$ cat src/rtl/imu_sequencer_pkg.sv
// imu_seq_pkg: shared definitions for the IMU sampling sequencer.
//   - state_e        : sequencer FSM states
//   - Addr*          : IMU register addresses used by the sequencer
//   - CfgByte        : value written to both control registers
//   - WhoAmIVal      : expected WHO_AM_I response
//   - BurstLen/IdxW  : bytes per sample burst and width of the byte index
//   - burst_addr()   : register address of burst byte k
package imu_seq_pkg;

   typedef enum logic [2:0] {
      StIdle,
      StIdChk,
      StCfg,
      StWait,
      StRead,
      StPublish,
      StErr
   } state_e;

   localparam logic [6:0] AddrWhoAmI = 7'h0F;
   localparam logic [6:0] AddrCtrl1  = 7'h10;
   localparam logic [6:0] AddrCtrl2  = 7'h11;
   localparam logic [6:0] AddrBurst  = 7'h22;

   localparam logic [7:0] CfgByte    = 8'h40;
   localparam logic [7:0] WhoAmIVal  = 8'h69;

   localparam int unsigned BurstLen  = 12;
   localparam int unsigned IdxW      = 4;

   function automatic logic [6:0] burst_addr(input logic [IdxW-1:0] idx);
      return AddrBurst + {3'b000, idx};
   endfunction

endpackage

$ cat src/rtl/imu_sequencer_if.sv
// imu_sequencer_if: byte-transaction handshake between the sequencer and an SPI engine.
//   spi_req   : transaction request (sequencer -> engine)
//   spi_wr    : 1 = write, 0 = read
//   spi_addr  : 7-bit IMU register address
//   spi_wdata : write byte (0 during reads)
//   spi_ack   : one-cycle completion pulse, spi_rdata valid with it (engine -> sequencer)
//   spi_rdata : read byte
// Modports: master (sequencer side), slave (engine side).
interface imu_sequencer_if;

   logic       spi_req;
   logic       spi_wr;
   logic [6:0] spi_addr;
   logic [7:0] spi_wdata;
   logic       spi_ack;
   logic [7:0] spi_rdata;

   modport master (
      output spi_req,
      output spi_wr,
      output spi_addr,
      output spi_wdata,
      input  spi_ack,
      input  spi_rdata
   );

   modport slave (
      input  spi_req,
      input  spi_wr,
      input  spi_addr,
      input  spi_wdata,
      output spi_ack,
      output spi_rdata
   );

endinterface

$ cat src/rtl/imu_sequencer_sample_timer.sv
// sample_timer: reloadable down-counter that paces sample bursts.
//   clk, rst_n : clock, asynchronous active-low reset (count cleared to 0)
//   load       : reload the count with SAMPLE_DIV-1
//   zero       : count has reached 0 (it then holds until the next load)
module sample_timer #(
   parameter int unsigned SAMPLE_DIV = 100000
) (
   input  logic clk,
   input  logic rst_n,
   input  logic load,
   output logic zero
);

   localparam int unsigned CountW = $clog2(SAMPLE_DIV);

   logic [CountW-1:0] count_q;

   always_ff @(posedge clk or negedge rst_n) begin
      if (!rst_n) begin
         count_q <= '0;
      end else if (load) begin
         count_q <= CountW'(SAMPLE_DIV - 1);
      end else if (count_q != '0) begin
         count_q <= count_q - CountW'(1);
      end
   end

   assign zero = (count_q == '0);

endmodule

$ cat src/rtl/imu_sequencer.sv
// imu_sequencer: brings up an IMU over a byte-oriented SPI engine and samples it periodically.
// After reset it checks WHO_AM_I (optional), writes the two control registers, then every
// SAMPLE_DIV cycles (while start_en) reads a 12-byte burst and publishes it atomically.
//   clk, rst_n  : sole clock, asynchronous active-low reset
//   start_en    : enables periodic sampling
//   spi         : imu_sequencer_if.master transaction port
//   curr_data   : latest complete sample, byte k at [8k+7:8k]
//   data_valid  : one-cycle pulse coinciding with a curr_data update
//   busy        : high outside WAIT and IDLE
//   err         : sticky WHO_AM_I failure
// Build option: define IMU_SEQ_IDCHK_EN to enable the WHO_AM_I check; otherwise IDLE goes
// straight to CFG and err is tied low.
module imu_sequencer
   import imu_seq_pkg::*;
#(
   parameter int unsigned SAMPLE_DIV = 100000,
   parameter int unsigned ID_RETRY   = 3
) (
   input  logic                  clk,
   input  logic                  rst_n,
   input  logic                  start_en,
   imu_sequencer_if.master       spi,
   output logic [8*BurstLen-1:0] curr_data,
   output logic                  data_valid,
   output logic                  busy,
   output logic                  err
);

   localparam int unsigned       RetryW    = (ID_RETRY > 1) ? $clog2(ID_RETRY) : 1;
   localparam logic [RetryW-1:0] RetryLast = RetryW'(ID_RETRY - 1);

   state_e                state_q, state_d;
   logic [IdxW-1:0]       idx_q, idx_d;
   logic [RetryW-1:0]     retry_q, retry_d;
   logic [8*BurstLen-1:0] shadow_q, shadow_d;
   logic [8*BurstLen-1:0] curr_data_q;
   logic                  data_valid_q;
   logic                  req_q, req_d;
   logic                  wr_q, wr_d;
   logic [6:0]            addr_q, addr_d;
   logic [7:0]            wdata_q, wdata_d;
   logic                  txn_done;
   logic                  timer_load;
   logic                  timer_zero;

   // Acks outside an outstanding request are ignored.
   assign txn_done = req_q & spi.spi_ack;

   sample_timer #(
      .SAMPLE_DIV (SAMPLE_DIV)
   ) u_sample_timer (
      .clk   (clk),
      .rst_n (rst_n),
      .load  (timer_load),
      .zero  (timer_zero)
   );

   always_comb begin
      state_d    = state_q;
      idx_d      = idx_q;
      retry_d    = retry_q;
      shadow_d   = shadow_q;
      timer_load = 1'b0;

      unique case (state_q)
         StIdle: begin
`ifdef IMU_SEQ_IDCHK_EN
            state_d = StIdChk;
`else
            state_d = StCfg;
`endif
         end
         StIdChk: begin
            if (txn_done) begin
               if (spi.spi_rdata == WhoAmIVal) begin
                  retry_d = '0;
                  state_d = StCfg;
               end else if (retry_q == RetryLast) begin
                  state_d = StErr;
               end else begin
                  retry_d = retry_q + RetryW'(1);
               end
            end
         end
         StCfg: begin
            if (txn_done) begin
               if (idx_q == IdxW'(1)) begin
                  idx_d      = '0;
                  timer_load = 1'b1;
                  state_d    = StWait;
               end else begin
                  idx_d = idx_q + IdxW'(1);
               end
            end
         end
         StWait: begin
            if (timer_zero) begin
               if (start_en) begin
                  state_d = StRead;
               end else begin
                  timer_load = 1'b1;
               end
            end
         end
         StRead: begin
            // start_en is deliberately not looked at: a started burst always completes.
            if (txn_done) begin
               shadow_d[{idx_q, 3'b000} +: 8] = spi.spi_rdata;
               if (idx_q == IdxW'(BurstLen - 1)) begin
                  idx_d   = '0;
                  state_d = StPublish;
               end else begin
                  idx_d = idx_q + IdxW'(1);
               end
            end
         end
         StPublish: begin
            timer_load = 1'b1;
            state_d    = StWait;
         end
         StErr: begin
            state_d = StErr;
         end
         default: begin
            state_d = StIdle;
         end
      endcase
   end

   // Request fields are loaded when req rises and held until ack, then cleared. Issue is
   // decided from the next state so a WAIT->READ transition starts the first read at once;
   // since a completing request always drops first, req is low at least one cycle between
   // transactions.
   always_comb begin
      req_d   = req_q;
      wr_d    = wr_q;
      addr_d  = addr_q;
      wdata_d = wdata_q;

      if (req_q) begin
         if (spi.spi_ack) begin
            req_d   = 1'b0;
            wr_d    = 1'b0;
            addr_d  = '0;
            wdata_d = '0;
         end
      end else begin
         case (state_d)
            StIdChk: begin
               req_d   = 1'b1;
               wr_d    = 1'b0;
               addr_d  = AddrWhoAmI;
               wdata_d = '0;
            end
            StCfg: begin
               req_d   = 1'b1;
               wr_d    = 1'b1;
               addr_d  = (idx_d == '0) ? AddrCtrl1 : AddrCtrl2;
               wdata_d = CfgByte;
            end
            StRead: begin
               req_d   = 1'b1;
               wr_d    = 1'b0;
               addr_d  = burst_addr(idx_d);
               wdata_d = '0;
            end
            default: begin
               req_d = 1'b0;
            end
         endcase
      end
   end

   always_ff @(posedge clk or negedge rst_n) begin
      if (!rst_n) begin
         state_q      <= StIdle;
         idx_q        <= '0;
         retry_q      <= '0;
         shadow_q     <= '0;
         curr_data_q  <= '0;
         data_valid_q <= 1'b0;
         req_q        <= 1'b0;
         wr_q         <= 1'b0;
         addr_q       <= '0;
         wdata_q      <= '0;
      end else begin
         state_q      <= state_d;
         idx_q        <= idx_d;
         retry_q      <= retry_d;
         shadow_q     <= shadow_d;
         data_valid_q <= (state_q == StPublish);
         req_q        <= req_d;
         wr_q         <= wr_d;
         addr_q       <= addr_d;
         wdata_q      <= wdata_d;
         if (state_q == StPublish) begin
            curr_data_q <= shadow_q;
         end
      end
   end

   assign spi.spi_req   = req_q;
   assign spi.spi_wr    = wr_q;
   assign spi.spi_addr  = addr_q;
   assign spi.spi_wdata = wdata_q;

   assign curr_data  = curr_data_q;
   assign data_valid = data_valid_q;
   assign busy       = (state_q != StWait) && (state_q != StIdle);

`ifdef IMU_SEQ_IDCHK_EN
   assign err = (state_q == StErr);
`else
   assign err = 1'b0;
`endif

endmodule

$ cat src/flat_wrapper.sv
// flat-port wrapper written by rule: the top's interface ports become plain ports
module imu_sequencer_flat import imu_seq_pkg::*;
#(
   parameter int unsigned SAMPLE_DIV = 100000,
   parameter int unsigned ID_RETRY   = 3
)
  (clk, rst_n, start_en, curr_data, data_valid, busy, err, spi_spi_req, spi_spi_wr, spi_spi_addr, spi_spi_wdata, spi_spi_ack, spi_spi_rdata);
  imu_sequencer_if spi_i ();
  input  logic clk;
  input  logic rst_n;
  input  logic start_en;
  output logic [8*BurstLen-1:0] curr_data;
  output logic data_valid;
  output logic busy;
  output logic err;
  output wire logic [$bits(spi_i.spi_req)-1:0] spi_spi_req;
  output wire logic [$bits(spi_i.spi_wr)-1:0] spi_spi_wr;
  output wire logic [$bits(spi_i.spi_addr)-1:0] spi_spi_addr;
  output wire logic [$bits(spi_i.spi_wdata)-1:0] spi_spi_wdata;
  input wire logic [$bits(spi_i.spi_ack)-1:0] spi_spi_ack;
  input wire logic [$bits(spi_i.spi_rdata)-1:0] spi_spi_rdata;
  assign spi_spi_req = spi_i.spi_req;
  assign spi_spi_wr = spi_i.spi_wr;
  assign spi_spi_addr = spi_i.spi_addr;
  assign spi_spi_wdata = spi_i.spi_wdata;
  assign spi_i.spi_ack = spi_spi_ack;
  assign spi_i.spi_rdata = spi_spi_rdata;
  imu_sequencer #(.SAMPLE_DIV(SAMPLE_DIV), .ID_RETRY(ID_RETRY)) u_core (.clk(clk), .rst_n(rst_n), .start_en(start_en), .spi(spi_i), .curr_data(curr_data), .data_valid(data_valid), .busy(busy), .err(err));
endmodule
$ cat config.mk
export PLATFORM = sky130hd
export DESIGN_NAME = imu_sequencer_flat
export DESIGN_NICKNAME = d
export VERILOG_FILES = /design/src/rtl/imu_sequencer_pkg.sv /design/src/rtl/imu_sequencer_if.sv /design/src/rtl/imu_sequencer_sample_timer.sv /design/src/rtl/imu_sequencer.sv /design/src/flat_wrapper.sv
export SDC_FILE = /design/constraint.sdc
export NUM_CORES = 1
export LEC_CHECK = 0
export ABC_AREA = 0
export CAP_MARGIN = 30
export CORE_MARGIN = 2
export CORE_UTILIZATION = 50
export CTS_CLUSTER_SIZE = 25
export DETAILED_ROUTE_END_ITERATION = 8
export PLACE_DENSITY_LB_ADDON = 0.25
export SLEW_MARGIN = 20
export SYNTH_ARGS = -nofsm -noshare
export SYNTH_HDL_FRONTEND = slang
export SYNTH_SLANG_ARGS = --single-unit
export TNS_END_PERCENT = 30
$ cat constraint.sdc
create_clock -name clk -period 7.8 [get_ports clk]
set_input_delay 0.78 -clock clk [delete_from_list [all_inputs] [get_ports clk]]
set_output_delay 0.78 -clock clk [all_outputs]
set_load 0.01 [all_outputs]
; ---- Word-level counts from Yosys, hierarchy flattened
; Cells that the tools add are included.
[op_classes]
div = 0
muxes = 38
magnitude_cmp = 0
n_reduce_logical = 15
eq_ne = 16
bitwise_logic = 1
shifts = 2
n_mul = 0
n_addsub = 5
[ops]
columns = operator, count
row1 = 96-bit bitwise mux, 1
row2 = 8-bit by 9-bit variable shift with 96-bit output (first input constant), 1
row3 = 8-bit by 9-bit variable part select with 96-bit output, 1
row4 = 17-bit 2-to-1 mux, 2
row5 = 3-bit 2-to-1 mux, 9
row6 = 3-bit case mux with 7 select lines, 1
row7 = 7-bit case mux with 3 select lines, 1
row8 = 17-bit logical NOT, 1
row9 = 17-bit nonzero test, 1
row10 = 17-bit by 1-bit subtractor with 17-bit output (second input constant), 1
row11 = 4-bit 2-to-1 mux, 4
row12 = 8-bit 2-to-1 mux, 2
row13 = 8-bit case mux with 2 select lines, 1
row14 = 7-bit 2-to-1 mux, 2
row15 = 3-bit == test (second input constant), 4
row16 = 1-bit 2-to-1 mux, 10
row17 = 3-bit by 2-bit == test with 1-bit output (second input constant), 3
row18 = 7-bit negator with 9-bit output, 1
row19 = 8-bit by 7-bit == test with 1-bit output (second input constant), 1
row20 = 4-bit case mux with 2 select lines, 1
row21 = 6-bit by 4-bit adder with 7-bit output (first input constant), 1
row22 = 3-bit by 1-bit == test with 1-bit output (second input constant), 2
row23 = 2-bit AND reduction, 3
row24 = 3-bit nonzero test, 2
row25 = other kinds (20), 21
[totals]
ram_bits = 0
wordCells = 88
in_bits = 12
latchBits = 0
rom_bits = 0
memories = 0
out_inout_bits = 116
register_bits = 236

; ---- Depth between registers and ports, before layout
; Gate-level depths: netlist of run 1.
[depth]
word_depth = 9
depth_mapped = 10
depth_no_buf = 10

; ---- Hierarchy
; Synthesis of run 1 repeated with hierarchy kept, for this count alone.
[unflattened]
cells_unflattened = 959
hier_area_um2 = 9619.2
[modules_own_cells]
columns = module, n_inst, area_per_inst_um2, seq_area_each_um2, cells_per_inst
row1 = imu_sequencer, 1, 8724.6, 5255.0, 872
row2 = sample_timer, 1, 894.6, 425.4, 87

; ---- Least setup slack after synthesis of run 1
; OpenSTA, ideal clock, no wires.
[synth_path]
path_type = in2reg
from = input port spi_spi_rdata[1]
to = register u_core.addr_q[1] (netlist: u_core.spi.spi_addr[1])
path_buffers = 0
path_stages = 7
arrival_time_ns = 2.414
required_time_ns = 7.678
slack_ns = 5.264
setup_time_ns = 0.122
path_cell_list = nor4bb_1 > nand2_1 > a21o_1 > a221oi_4 > inv_4 > o21ba_1 > a32o_1
[synth_via]
elab_chain_cells = 7
elab_cells_between_ends = 11
classes_between = eq/ne: 4 / mux: 5 / reduce/logical: 2
[synth_rtl]
columns = item, line
row1 = from (decl), flat_wrapper.sv:21  ; input wire logic [$bits(spi_i.spi_rdata)-1:0] spi_spi_rdata;
row2 = 8-bit by 7-bit == test with 1-bit output *, imu_sequencer.sv:75  ; if (spi.spi_rdata == WhoAmIVal) begin
row3 = 3-bit 2-to-1 mux *, imu_sequencer.sv:75
row4 = 3-bit 2-to-1 mux *, imu_sequencer.sv:74  ; if (txn_done) begin
row5 = 3-bit case mux with 7 select lines *, imu_sequencer.sv:65  ; unique case (state_q)
row6 = net u_core.state_d[0], imu_sequencer.sv:32  ; state_e state_q, state_d;
row7 = 3-bit == test (tied with other cells), imu_sequencer.sv:148  ; case (state_d)
row8 = 7-bit case mux with 3 select lines / 4-bit nonzero test (equally long branches), -
row9 = 7-bit 2-to-1 mux / 2-bit AND reduction (equally long branches), -
row10 = to (signal assigned), imu_sequencer.sv:194  ; addr_q <= addr_d;
row11 = to (decl), imu_sequencer.sv:40  ; logic [6:0] addr_q, addr_d;
; Mark *: on every way through the listed nets, which the timed path passes. The rest lies on a longest branch.
; A chain may end at the register's enable or synchronous reset.

; ---- Final worst setup path of run 1
[layout_path]
from = input port spi_spi_rdata[6]
to = register u_core.addr_q[1] (netlist: u_core.spi.spi_addr[1])
; The elaborated chain is that of the path after synthesis.

==> run metrics, run 1 <==
result of the run finished, final reports clean; H-Tree Depth 1; standard cell core area 18800 µm²; Setup Slack @ Placement 4.11 ns; number of DRC violations after detailed routing 0; Async S/R FF share, synth 100%; max capacitance violation total 0; Die Wd 143 µm; share of cells above drive strength 1 26.2%; Max IR drop VDD 0.176 mV; half-perimeter wire length after placement 14500 µm; largest net degree at the start of global routing 140; Final Max Tran Viols 0; most frequently used flop master after synthesis sky130_fd_sc_hd__dfrtp_1; Syn. warnings 0; overall die area 20400 µm²; post-synthesis to final-layout area growth 22.4%; Cell Count, Final, Fillers Out 1127; Inserted Clock Buffers 23; Vert. Die Dim 143 µm; number of rows in the core area 50; via count of the first global-routing pass 6353; Starting DRT DRC Count 376; Post-CTS Setup Bufs 0; global routing usage summed across all routing layers 21.4%; data arrival time at the worst-slack endpoint 3.68 ns; later-pin clock latency in the skew report 0.50 ns; count of pins on the block boundary 128; cts hold-fix bufs 0; launching element type of the critical path input port; vias 6131; synth top area cells sky130_fd_sc_hd__dfrtp_1 (59%), sky130_fd_sc_hd__mux2_2 (21%), sky130_fd_sc_hd__nand2_1 (2.3%), sky130_fd_sc_hd__o21ai_0 (1.5%), sky130_fd_sc_hd__and2_1 (1.3%); cell taking the most area after synthesis sky130_fd_sc_hd__dfrtp_1; peak clock frequency supported by timing 0.303 GHz; vias per inst 5.44; Root Driver sky130_fd_sc_hd__clkbuf_16; cell area after synthesis 9640 µm²; worst relative slew slack 39.0%; diodes inserted 0; FF+latch count, synth 227; final weighted congestion in routability-driven placement 0.883; Post-Place Cells 1086; Post-Synthesis Cells 740; number of antenna violations at the first check in global routing 0; mean instance size in the synthesized netlist 13.0 µm²; setup_tns 0 ns; path category of the worst min-delay check in -> async; worst-case hold slack 0.140 ns; global-route wire length before repair 34400 µm; Antenna Nets Post-Route 0; number of endpoints failing setup at the final stage 0; total number of clock tree sinks 227; static power due to leakage 5.61 nW; Period Utilization, post-route 42.3%; power per standard cell area 255 nW/µm²; CTS tree yes; drt first pass iters 4; Yosys cell types 60; fill count 1439; Starting Density 51.2%; minimum clock period 3.30 ns; Worst Max-Slew Pin Slew 0.903 ns; setup slack after layout 4.50 ns; crit-path max FO 11; CTS-repair resized insts 0; clock input transition at the sequential cells of the worst setup and hold paths 0.06 ns; Finished Core Util 62.6%; count of endpoints failing hold in the final timing report 0; remaining global-route overflow 0; EDFF count, synth 0; count of input and output buffers 118; Max Buffers Root-to-Sink 3; required arrival time at the worst endpoint 8.19 ns; setup repair after global routing missed its margin false; final-stage net count 873; portion of synthesized cell area occupied by the leading cell type 58.9%; crit end category flip-flop; wire length reported by the detailed router 20900 µm; Worst Skew 0.0131 ns; Setup Crit Path Kind in -> reg; per-cell routed wire length 18.5 µm; share of synthesized area occupied by flip-flops and latches 58.9%
cell usage in the layout, fill, tap and decap left out, types with 8 or more instances in the layout:
master | netlist | routed
sky130_fd_sc_hd__conb_1 | 1 | 9
sky130_fd_sc_hd__a21oi_1 | 8 | 8
sky130_fd_sc_hd__nand2_1 | 59 | 58
sky130_fd_sc_hd__nand3_1 | 19 | 19
sky130_fd_sc_hd__ha_1 | 9 | 9
sky130_fd_sc_hd__or3_1 | 9 | 9
sky130_fd_sc_hd__dfrtp_1 | 227 | 227
sky130_fd_sc_hd__o21ai_0 | 28 | 28
sky130_fd_sc_hd__xor2_1 | 10 | 10
sky130_fd_sc_hd__clkbuf_16 | 0 | 23
sky130_fd_sc_hd__nor3_1 | 13 | 13
sky130_fd_sc_hd__clkdlybuf4s50_1 | 0 | 117
sky130_fd_sc_hd__and2_1 | 20 | 20
sky130_fd_sc_hd__nor2_1 | 26 | 26
sky130_fd_sc_hd__inv_1 | 9 | 9
sky130_fd_sc_hd__mux2_2 | 176 | 176
layer usage:
layer | vias up | GRT usage, % | part of all wire, %
met5 | - | 0 | 0
met4 | 0 | 5.73 | 1.8
met3 | 30 | 2.92 | 4.3
met2 | 147 | 35.8 | 50
met1 | 3139 | 29.6 | 44
li1 | 2815 | - | -
flip-flops by register name, summed over array words and instances (netlist names), 2 cells and up:
| name | flops |
|---|---|
| u_core.u_sample_timer.count_q | 17 |
| u_core.retry_q | 2 |
| u_core.shadow_q | 96 |
| u_core.curr_data | 96 |
| u_core.idx_q | 4 |
| u_core.state_q | 3 |
| u_core.spi.spi_addr | 6 |
synth_stat cells (all sizes together), types with 2 or more instances:
| library cell | instances |
|---|---|
| nand3b | 3 |
| nor4 | 2 |
| a31oi | 5 |
| o21a | 3 |
| mux2i | 2 |
| o21ai | 31 |
| nand3 | 19 |
| o211ai | 3 |
| clkbuf | 29 |
| dfrtp | 227 |
| nor2 | 26 |
| o31ai | 3 |
| a211oi | 3 |
| a211o | 2 |
| o2bb2ai | 2 |
| a21o | 3 |
| o311ai | 2 |
| nand4 | 2 |
| o2111ai | 3 |
| xnor2 | 5 |
| nor4bb | 2 |
| and3 | 3 |
| or3 | 9 |
| mux2 | 176 |
| nand2b | 4 |
| buf | 14 |
| a32o | 3 |
| a221oi | 3 |
| nand2 | 59 |
| nand4b | 2 |
| and2 | 20 |
| or4 | 2 |
| a21oi | 8 |
| xor2 | 10 |
| ha | 9 |
| nor3 | 15 |
| nor2b | 2 |
| inv | 11 |
| nor3b | 3 |
area by class of cell:
cell class	instances	area (µm²)	share of cell area, %
flip-flops and latches	227	5680	48.2
clock inverters	8	71.3	0.605
well taps	260	325	2.76
clock buffers	32	649	5.51
repair buffers	122	1280	10.8
inverters	11	43.8	0.371
multi-input cells	467	3750	31.8
path summary, 6_finish.rpt:
| check | startpoint | end | slack [ns] | cells after the start |
|---|---|---|---|---|
| max | spi_spi_rdata[6] | u_core.spi.spi_addr[1]$_DFFE_PN0P_ | 4.50 | 8 |
| min | rst_n | u_core.shadow_q[76]$_DFFE_PN0P_ | 0.14 | 1 |
| max reg2reg | u_core.idx_q[0]$_DFF_PN0_ | u_core.spi.spi_addr[2]$_DFFE_PN0P_ | 4.53 | 7 |
| min reg2reg | u_core.shadow_q[47]$_DFFE_PN0P_ | u_core.shadow_q[47]$_DFFE_PN0P_ | 0.48 | 2 |
| max in group asynchronous | rst_n | u_core.shadow_q[81]$_DFFE_PN0P_ | 6.60 | 3 |
| min in group clk | u_core.shadow_q[47]$_DFFE_PN0P_ | u_core.shadow_q[47]$_DFFE_PN0P_ | 0.48 | 2 |
critical path, stage by stage:
cell and delay [ns]:
sky130_fd_sc_hd__clkdlybuf4s50_1 0.82, sky130_fd_sc_hd__nor4bb_1 0.55, sky130_fd_sc_hd__nand2_1 0.21, sky130_fd_sc_hd__a21o_1 0.27, sky130_fd_sc_hd__a221oi_4 0.47, sky130_fd_sc_hd__inv_4 0.10, sky130_fd_sc_hd__o21ba_1 0.25, sky130_fd_sc_hd__a32o_1 0.23
kinds of logic after synthesis:
family / synth area share [%]
muxes: 20.8
xor gates and xnor gates: 1.36
other: 0.0389
AOI/OAI and AO/OA: 5.96
adders and majority gates: 1.17
buffers and inverters: 2.54
DFF: 58.9
and+or+nand+nor: 9.21
metrics by stage:
| stage | power (mW) | cell area (µm²) |
|---|---|---|
| CTS | 3.03 | 11800 |
| global placement | 1.94 | 11000 |
| finish | 3.01 | 11800 |
| floorplan | 1.76 | 9670 |
| global route | 3.17 | 11800 |
| detailed placement | 1.97 | 11000 |
power breakdown:
part / switching, mW / internal, mW / total (mW)
combinational: 0.368 / 0.238 / 0.605
sequential: 0.102 / 1.25 / 1.35
clock: 0.438 / 0.614 / 1.05
(Power assumes the default switching activity.)
==> inputs of run 2 (changes only) <==
- clock period: 7.8 -> 2.91 ns (I/O delays scaled with it)
==> run 2 against run 1 <==
Against the previous run:
- die area is the same
- sequential power grew to 2.7 times the previous value
- largest cell class unchanged
- critical endpoint is now u_core.u_sample_timer.count_q[11]$_DFFE_PN0P_
- sequential share of layout area shrank 0.67 points
- clock power grew to 2.8 times the previous value
- cell count grew 2.1%
- non-clock buffer count grew 23
- wire length grew 3.1%
- core utilization grew 0.88 points
- setup slack lost 4.3 ns
- largest power group unchanged
- global-route usage grew 0.51 points
==> run metrics, run 2 (same netlist as run 1, synthesis figures left out) <==
count of pins on the block boundary 128; standard cell core area 18800 µm²; Starting DRT DRC Count 259; most frequent standard cell in the layout excluding fill and tap cells sky130_fd_sc_hd__dfrtp_1; later-pin clock latency in the skew report 0.50 ns; count of endpoints failing hold in the final timing report 0; max capacitance violation total 0; final weighted congestion in routability-driven placement 0.865; launching element type of the critical path flip-flop; peak clock frequency supported by timing 0.372 GHz; Setup Crit Path Kind reg -> reg; CTS-repair resized insts 0; Vert. Die Dim 143 µm; Period Utilization, post-route 92.3%; largest net degree at the start of global routing 98; Cell Count, Final, Fillers Out 1151; number of DRC violations after detailed routing 0; Worst Skew 0.0103 ns; Inserted Clock Buffers 23; path category of the worst min-delay check in -> async; vias 6317; final-stage net count 896; critical register-to-register path endpoint u_core.u_sample_timer.count_q[11]$_DFFE_PN0P_; Final Max Tran Viols 0; data arrival time at the worst-slack endpoint 3.04 ns; H-Tree Depth 1; fill count 1410; global routing usage summed across all routing layers 21.9%; CP dominant cell by count sky130_fd_sc_hd__or3_1; setup_tns 0 ns; via count of the first global-routing pass 6543; remaining global-route overflow 0; overall die area 20400 µm²; met3 wire len 986 µm; post-route standard cell area excluding fillers 12000 µm²; highest routing layer actually used met4; number of antenna violations at the first check in global routing 0; crit end category flip-flop; Antenna Nets Post-Route 0; setup slack after layout 0.224 ns; Die Wd 143 µm; wire length on met1 9480 µm; total number of clock tree sinks 227; global-route wire length before repair 35300 µm; drt first pass iters 4; Post-CTS Setup Bufs 0; count of input and output buffers 118; number of endpoints failing setup at the final stage 0; share of cells above drive strength 1 28.3%; setup slack of the worst register-to-register path 0.22 ns; crit-path max FO 8; half-perimeter wire length after placement 14500 µm; required arrival time at the worst endpoint 3.26 ns; wire length reported by the detailed router 21500 µm; met2 wire length 10500 µm; delay of the slowest critical-path stage 0.59 ns; clock input transition at the sequential cells of the worst setup and hold paths 0.06 ns; minimum clock period 2.69 ns; series of cell instances along the critical path or4_4 -> or3_1 -> or3_1 -> o211ai_1 -> xor2_1 -> nor2_1; power per standard cell area 689 nW/µm²; vias per inst 5.49; static power due to leakage 5.73 nW; Worst Max-Slew Pin Slew 0.903 ns; Tot Pwr 8.24 mW; worst relative slew slack 39.4%; Setup Slack @ Placement 0.193 ns; slowest stage cell, crit path sky130_fd_sc_hd__or4_4; post-synthesis to final-layout area growth 24.1%; result of the run finished, final reports clean; Post-Place Cell Area 11200 µm²; Max Buffers Root-to-Sink 3; diodes inserted 0; number of rows in the core area 50; highest-count cells in the layout ignoring fill and taps sky130_fd_sc_hd__dfrtp_1 (227), sky130_fd_sc_hd__mux2_2 (176), sky130_fd_sc_hd__clkdlybuf4s50_1 (117), sky130_fd_sc_hd__nand2_1 (58), sky130_fd_sc_hd__o21ai_0 (28); Root Driver sky130_fd_sc_hd__clkbuf_16; CTS tree yes; startpoint of the worst-slack reg-to-reg timing path u_core.u_sample_timer.count_q[2]$_DFFE_PN0P_; per-cell routed wire length 18.7 µm; depth of the worst register-to-register path 6; Post-Place Cells 1109; Max IR drop VDD 0.453 mV; setup repair after global routing missed its margin false; Starting Density 51.2%
-- run 2: cell count changes in the layout (fill, tap and decap cells not counted) --
cell                            delta
sky130_fd_sc_hd__buf_4            +24
sky130_fd_sc_hd__clkbuf_8          +4
sky130_fd_sc_hd__dlygate4sd3_1     +1
sky130_fd_sc_hd__buf_16            -3
sky130_fd_sc_hd__clkbuf_1          -2
sky130_fd_sc_hd__buf_12            +1
sky130_fd_sc_hd__clkinv_4          -1
-- run 2: worst max path at each step --
| stage | from | endpoint | slack (ns) | cells past startpoint |
|---|---|---|---|---|
| 2_1_floorplan | u_core.u_sample_timer.count_q[2]$_DFFE_PN0P_ | u_core.spi.spi_addr[1]$_DFFE_PN0P_ | 0.46 | 7 |
| 3_3_place_gp | spi_spi_rdata[5] | u_core.spi.spi_addr[1]$_DFFE_PN0P_ | 0.24 | 7 |
| 3_5_place_dp | spi_spi_rdata[5] | u_core.spi.spi_addr[1]$_DFFE_PN0P_ | 0.19 | 7 |
| 4_1_cts | u_core.u_sample_timer.count_q[2]$_DFFE_PN0P_ | u_core.u_sample_timer.count_q[11]$_DFFE_PN0P_ | 0.26 | 6 |
| 5_1_grt | u_core.u_sample_timer.count_q[2]$_DFFE_PN0P_ | u_core.u_sample_timer.count_q[11]$_DFFE_PN0P_ | 0.12 | 6 |
| 6_report | u_core.u_sample_timer.count_q[2]$_DFFE_PN0P_ | u_core.u_sample_timer.count_q[11]$_DFFE_PN0P_ | 0.22 | 6 |
-- run 2: area by class of cell --
class | instances | area (µm²) | share of cell area, %
Inverter | 11 | 43.8 | 0.366
Clock inverter | 7 | 62.6 | 0.523
Clock buffer | 34 | 697 | 5.83
Tap cell | 260 | 325 | 2.72
Timing Repair Buffer | 145 | 1400 | 11.7
Multi-Input combinational cell | 467 | 3750 | 31.3
Sequential cell | 227 | 5680 | 47.5
-- run 2: what timing repair did --
item / in CTS / in global routing
endpoints found under the hold margin: 93 / 0
endpoints found under the setup margin: 0 / 0
hold buffers: 1 / 0
-- run 2: power by group --
group          internal, mW  switching, mW  total (mW)
Combinational         0.693           1.03        1.72
Clock                  1.74           1.17        2.91
Sequential             3.35          0.251        3.60
Total                  5.78           2.46        8.24
-- run 2: worst max-delay path, delay by kind of cell, from the launching register on --
kind | cells | cell delay [ns]
DFF | 1 | 0.42
AOI/OAI and AO/OA | 1 | 0.36
xor gates and xnor gates | 1 | 0.19
and+or+nand+nor | 4 | 1.57
-- run 2: metal layers --
| layer | global-route usage (%) | up-vias |
|---|---|---|
| li1 | - | 2868 |
| met1 | 29.8 | 3231 |
| met2 | 37.0 | 183 |
| met3 | 3.25 | 35 |
| met4 | 5.94 | 0 |
| met5 | 0 | - |
-- run 2: stage by stage --
step,utilization (%),hold slack [ns]
floorplan,-,-0.00459
global placement,59.4,0.353
detailed placement,59.4,0.365
CTS,63.5,0.432
global route,63.5,0.477
finish,63.5,0.365
==> inputs of run 3 (changes only) <==
--- a/config.mk
+++ b/config.mk
@@ -7,3 +7,3 @@
 export LEC_CHECK = 0
-export ABC_AREA = 0
+export ABC_AREA = 1
 export CAP_MARGIN = 30
--- a/constraint.sdc
+++ b/constraint.sdc
@@ -3,2 +3,2 @@
 set_output_delay 0.291 -clock clk [all_outputs]
-set_load 0.01 [all_outputs]
+set_load 0.05 [all_outputs]
==> run 3 against run 2 <==
Against the previous run:
- clock-buffer cell count up 6
- first-iteration DRC count increased by 98%
- synthesized cell count rose by 47%
- critical path type is now reg -> out
- critical endpoint is now busy
- largest cell class unchanged
==> run metrics, run 3 <==
half-perimeter wire length after placement 14800 µm; wire length reported by the detailed router 22200 µm; highest-count cells in the layout ignoring fill and taps sky130_fd_sc_hd__nand2_1 (468), sky130_fd_sc_hd__dfrtp_1 (227), sky130_fd_sc_hd__clkdlybuf4s50_1 (117), sky130_fd_sc_hd__o21ai_0 (88), sky130_fd_sc_hd__inv_1 (54); minimum clock period 2.70 ns; H-Tree Depth 1; static power due to leakage 5.85 nW; Post-Synthesis Cells 1085; slowest stage cell, crit path sky130_fd_sc_hd__clkdlybuf4s50_1; Die Wd 143 µm; cell taking the most area after synthesis sky130_fd_sc_hd__dfrtp_1; Period Utilization, post-route 92.7%; worst relative slew slack 48.9%; Yosys cell types 40; final-stage net count 1224; EDFF count, synth 0; worst-case hold slack 0.290 ns; Inserted Clock Buffers 25; data arrival time at the worst-slack endpoint 2.41 ns; Async S/R FF share, synth 100%; Vert. Die Dim 143 µm; Syn. warnings 0; count of pins on the block boundary 128; critical register-to-register path endpoint u_core.shadow_q[37]$_DFFE_PN0P_; Setup Crit Path Kind reg -> out; vias per inst 5.11; peak clock frequency supported by timing 0.371 GHz; overall die area 20400 µm²; Worst Max-Slew Pin Slew 0.767 ns; number of endpoints failing setup at the final stage 0; Antenna Nets Post-Route 0; Final Max Tran Viols 0; crit-path max FO 10; via count of the first global-routing pass 7019; setup slack of the worst register-to-register path 0.52 ns; Worst Skew 0.0117 ns; most numerous cell types in the synthesized netlist sky130_fd_sc_hd__nand2_1 (468), sky130_fd_sc_hd__dfrtp_1 (227), sky130_fd_sc_hd__o21ai_0 (88), sky130_fd_sc_hd__inv_1 (54), sky130_fd_sc_hd__nor2_1 (38); post-synthesis to final-layout area growth 22.3%; synth top area cells sky130_fd_sc_hd__dfrtp_1 (59%), sky130_fd_sc_hd__nand2_1 (18%), sky130_fd_sc_hd__o21ai_0 (4.6%), sky130_fd_sc_hd__inv_1 (2.1%), sky130_fd_sc_hd__nand3_1 (1.7%); final weighted congestion in routability-driven placement 0.869; remaining global-route overflow 0; most frequently used flop master after synthesis sky130_fd_sc_hd__dfrtp_1; clock input transition at the sequential cells of the worst setup and hold paths 0.06 ns; share of cells above drive strength 1 8.19%; CTS tree yes; Max IR drop VDD 0.459 mV; cell area after synthesis 9620 µm²; Finished Core Util 62.6%; setup_tns 0 ns; most frequent standard cell in the layout excluding fill and tap cells sky130_fd_sc_hd__nand2_1; vias 7435; mean instance size in the synthesized netlist 8.86 µm²; number of rows in the core area 50; setup slack after layout 0.211 ns; required arrival time at the worst endpoint 2.62 ns; count of input and output buffers 118; launching element type of the critical path flip-flop; power per standard cell area 531 nW/µm²; standard cell core area 18800 µm²; result of the run finished, final reports clean; portion of synthesized cell area occupied by the leading cell type 59.1%; setup repair after global routing missed its margin false; cell family with most CP delay buffers and inverters; depth of the worst register-to-register path 7; CTS-repair resized insts 0; total number of clock tree sinks 227; most numerous cell in the Yosys netlist sky130_fd_sc_hd__nand2_1; per-cell routed wire length 15.3 µm; startpoint of the worst-slack reg-to-reg timing path u_core.idx_q[0]$_DFF_PN0_; Setup Slack @ Placement 0.562 ns; Starting Density 51.2%; share of synthesized area occupied by flip-flops and latches 59.1%; delay of the slowest critical-path stage 0.80 ns; number of antenna violations at the first check in global routing 0; FF+latch count, synth 227; global routing usage summed across all routing layers 22.3%; crit end category output pin; count of endpoints failing hold in the final timing report 0; series of cell instances along the critical path inv_1 -> nand2_1 -> o21ai_0 -> inv_1 -> clkdlybuf4s50_1; diodes inserted 0; Max Buffers Root-to-Sink 3; drt first pass iters 5; Starting DRT DRC Count 512; max capacitance violation total 0; global-route wire length before repair 36500 µm; sum of buffers and inverters on the critical path 3; Root Driver sky130_fd_sc_hd__clkbuf_16; path category of the worst min-delay check in -> async; largest net degree at the start of global routing 74; number of DRC violations after detailed routing 0; CP dominant cell by count sky130_fd_sc_hd__inv_1; later-pin clock latency in the skew report 0.52 ns
## run 3: cell count changes in the layout (fill, tap and decap cells not counted), sizes merged, moves of 6 or more
cell	before	now
and2	20	1
buf	27	13
clkbuf	34	40
inv	11	62
mux2	176	11
nand2	59	477
nand3	19	36
nor2	26	53
nor3	15	22
o21ai	31	99
or3	9	0
xor2	10	1
## run 3: metal layers
layer	vias to the layer above	part of all wire, %	track usage [%]
li1	3652	-	-
met1	3541	47	33.6
met2	210	46	34.6
met3	32	5.5	3.29
met4	0	2.1	5.16
met5	-	0	0
## run 3: worst max path at each step
| stage | cells past startpoint | to | from | slack [ns] |
|---|---|---|---|---|
| after floorplan | 14 | u_core.spi.spi_addr[3]$_DFFE_PN0P_ | u_core.idx_q[0]$_DFF_PN0_ | 0.35 |
| after global placement | 7 | u_core.shadow_q[39]$_DFFE_PN0P_ | u_core.idx_q[0]$_DFF_PN0_ | 0.61 |
| after detailed placement | 7 | u_core.shadow_q[37]$_DFFE_PN0P_ | u_core.idx_q[0]$_DFF_PN0_ | 0.56 |
| after CTS | 5 | busy | u_core.state_q[2]$_DFF_PN0_ | 0.20 |
| after global routing | 5 | busy | u_core.state_q[2]$_DFF_PN0_ | 0.09 |
| final | 5 | busy | u_core.state_q[2]$_DFF_PN0_ | 0.21 |
## run 3: metrics by stage
| stage | std cells | cell area (µm²) | power [mW] |
|---|---|---|---|
| after detailed placement | 1409 | 11000 | 3.37 |
| after global routing | 1455 | 11800 | 6.44 |
| after global placement | 1409 | 11000 | 3.37 |
| after CTS | 1455 | 11800 | 6.29 |
| after floorplan | 1093 | 9650 | 3.27 |
| final | 1455 | 11800 | 6.24 |
## run 3: power breakdown
group          internal, mW         switching [mW]
sequential             3.16  0.0000000000000000342
clock                  1.72                   1.21
combinational        0.0277                  0.124
total                  4.90                   1.33
## run 3: kinds of logic after synthesis
group,after synthesis,synth area share [%]
and+or+nand+nor,600,26.1
DFF,227,59.1
AOI/OAI and AO/OA,119,6.49
buffers and inverters,111,5.19
muxes,11,1.29
adders and majority gates,9,1.17
xor gates and xnor gates,7,0.638
other,1,0.0390
## run 3: timing repair
| item | CTS | global route |
|---|---|---|
| endpoints found under the hold margin | 56 | 0 |
| setup buffers | 0 | 0 |
| hold buffers | 1 | 0 |
## run 3: final cells by class
cell class                 instances  area (µm²)
fill                            1573        7010
sequential                       227        5680
multi-input combinational        755        3480
timing repair buffer             131        1300
clock buffer                      40         732
tap                              234         293
inverter                          63         240
clock inverter                     5        35.0
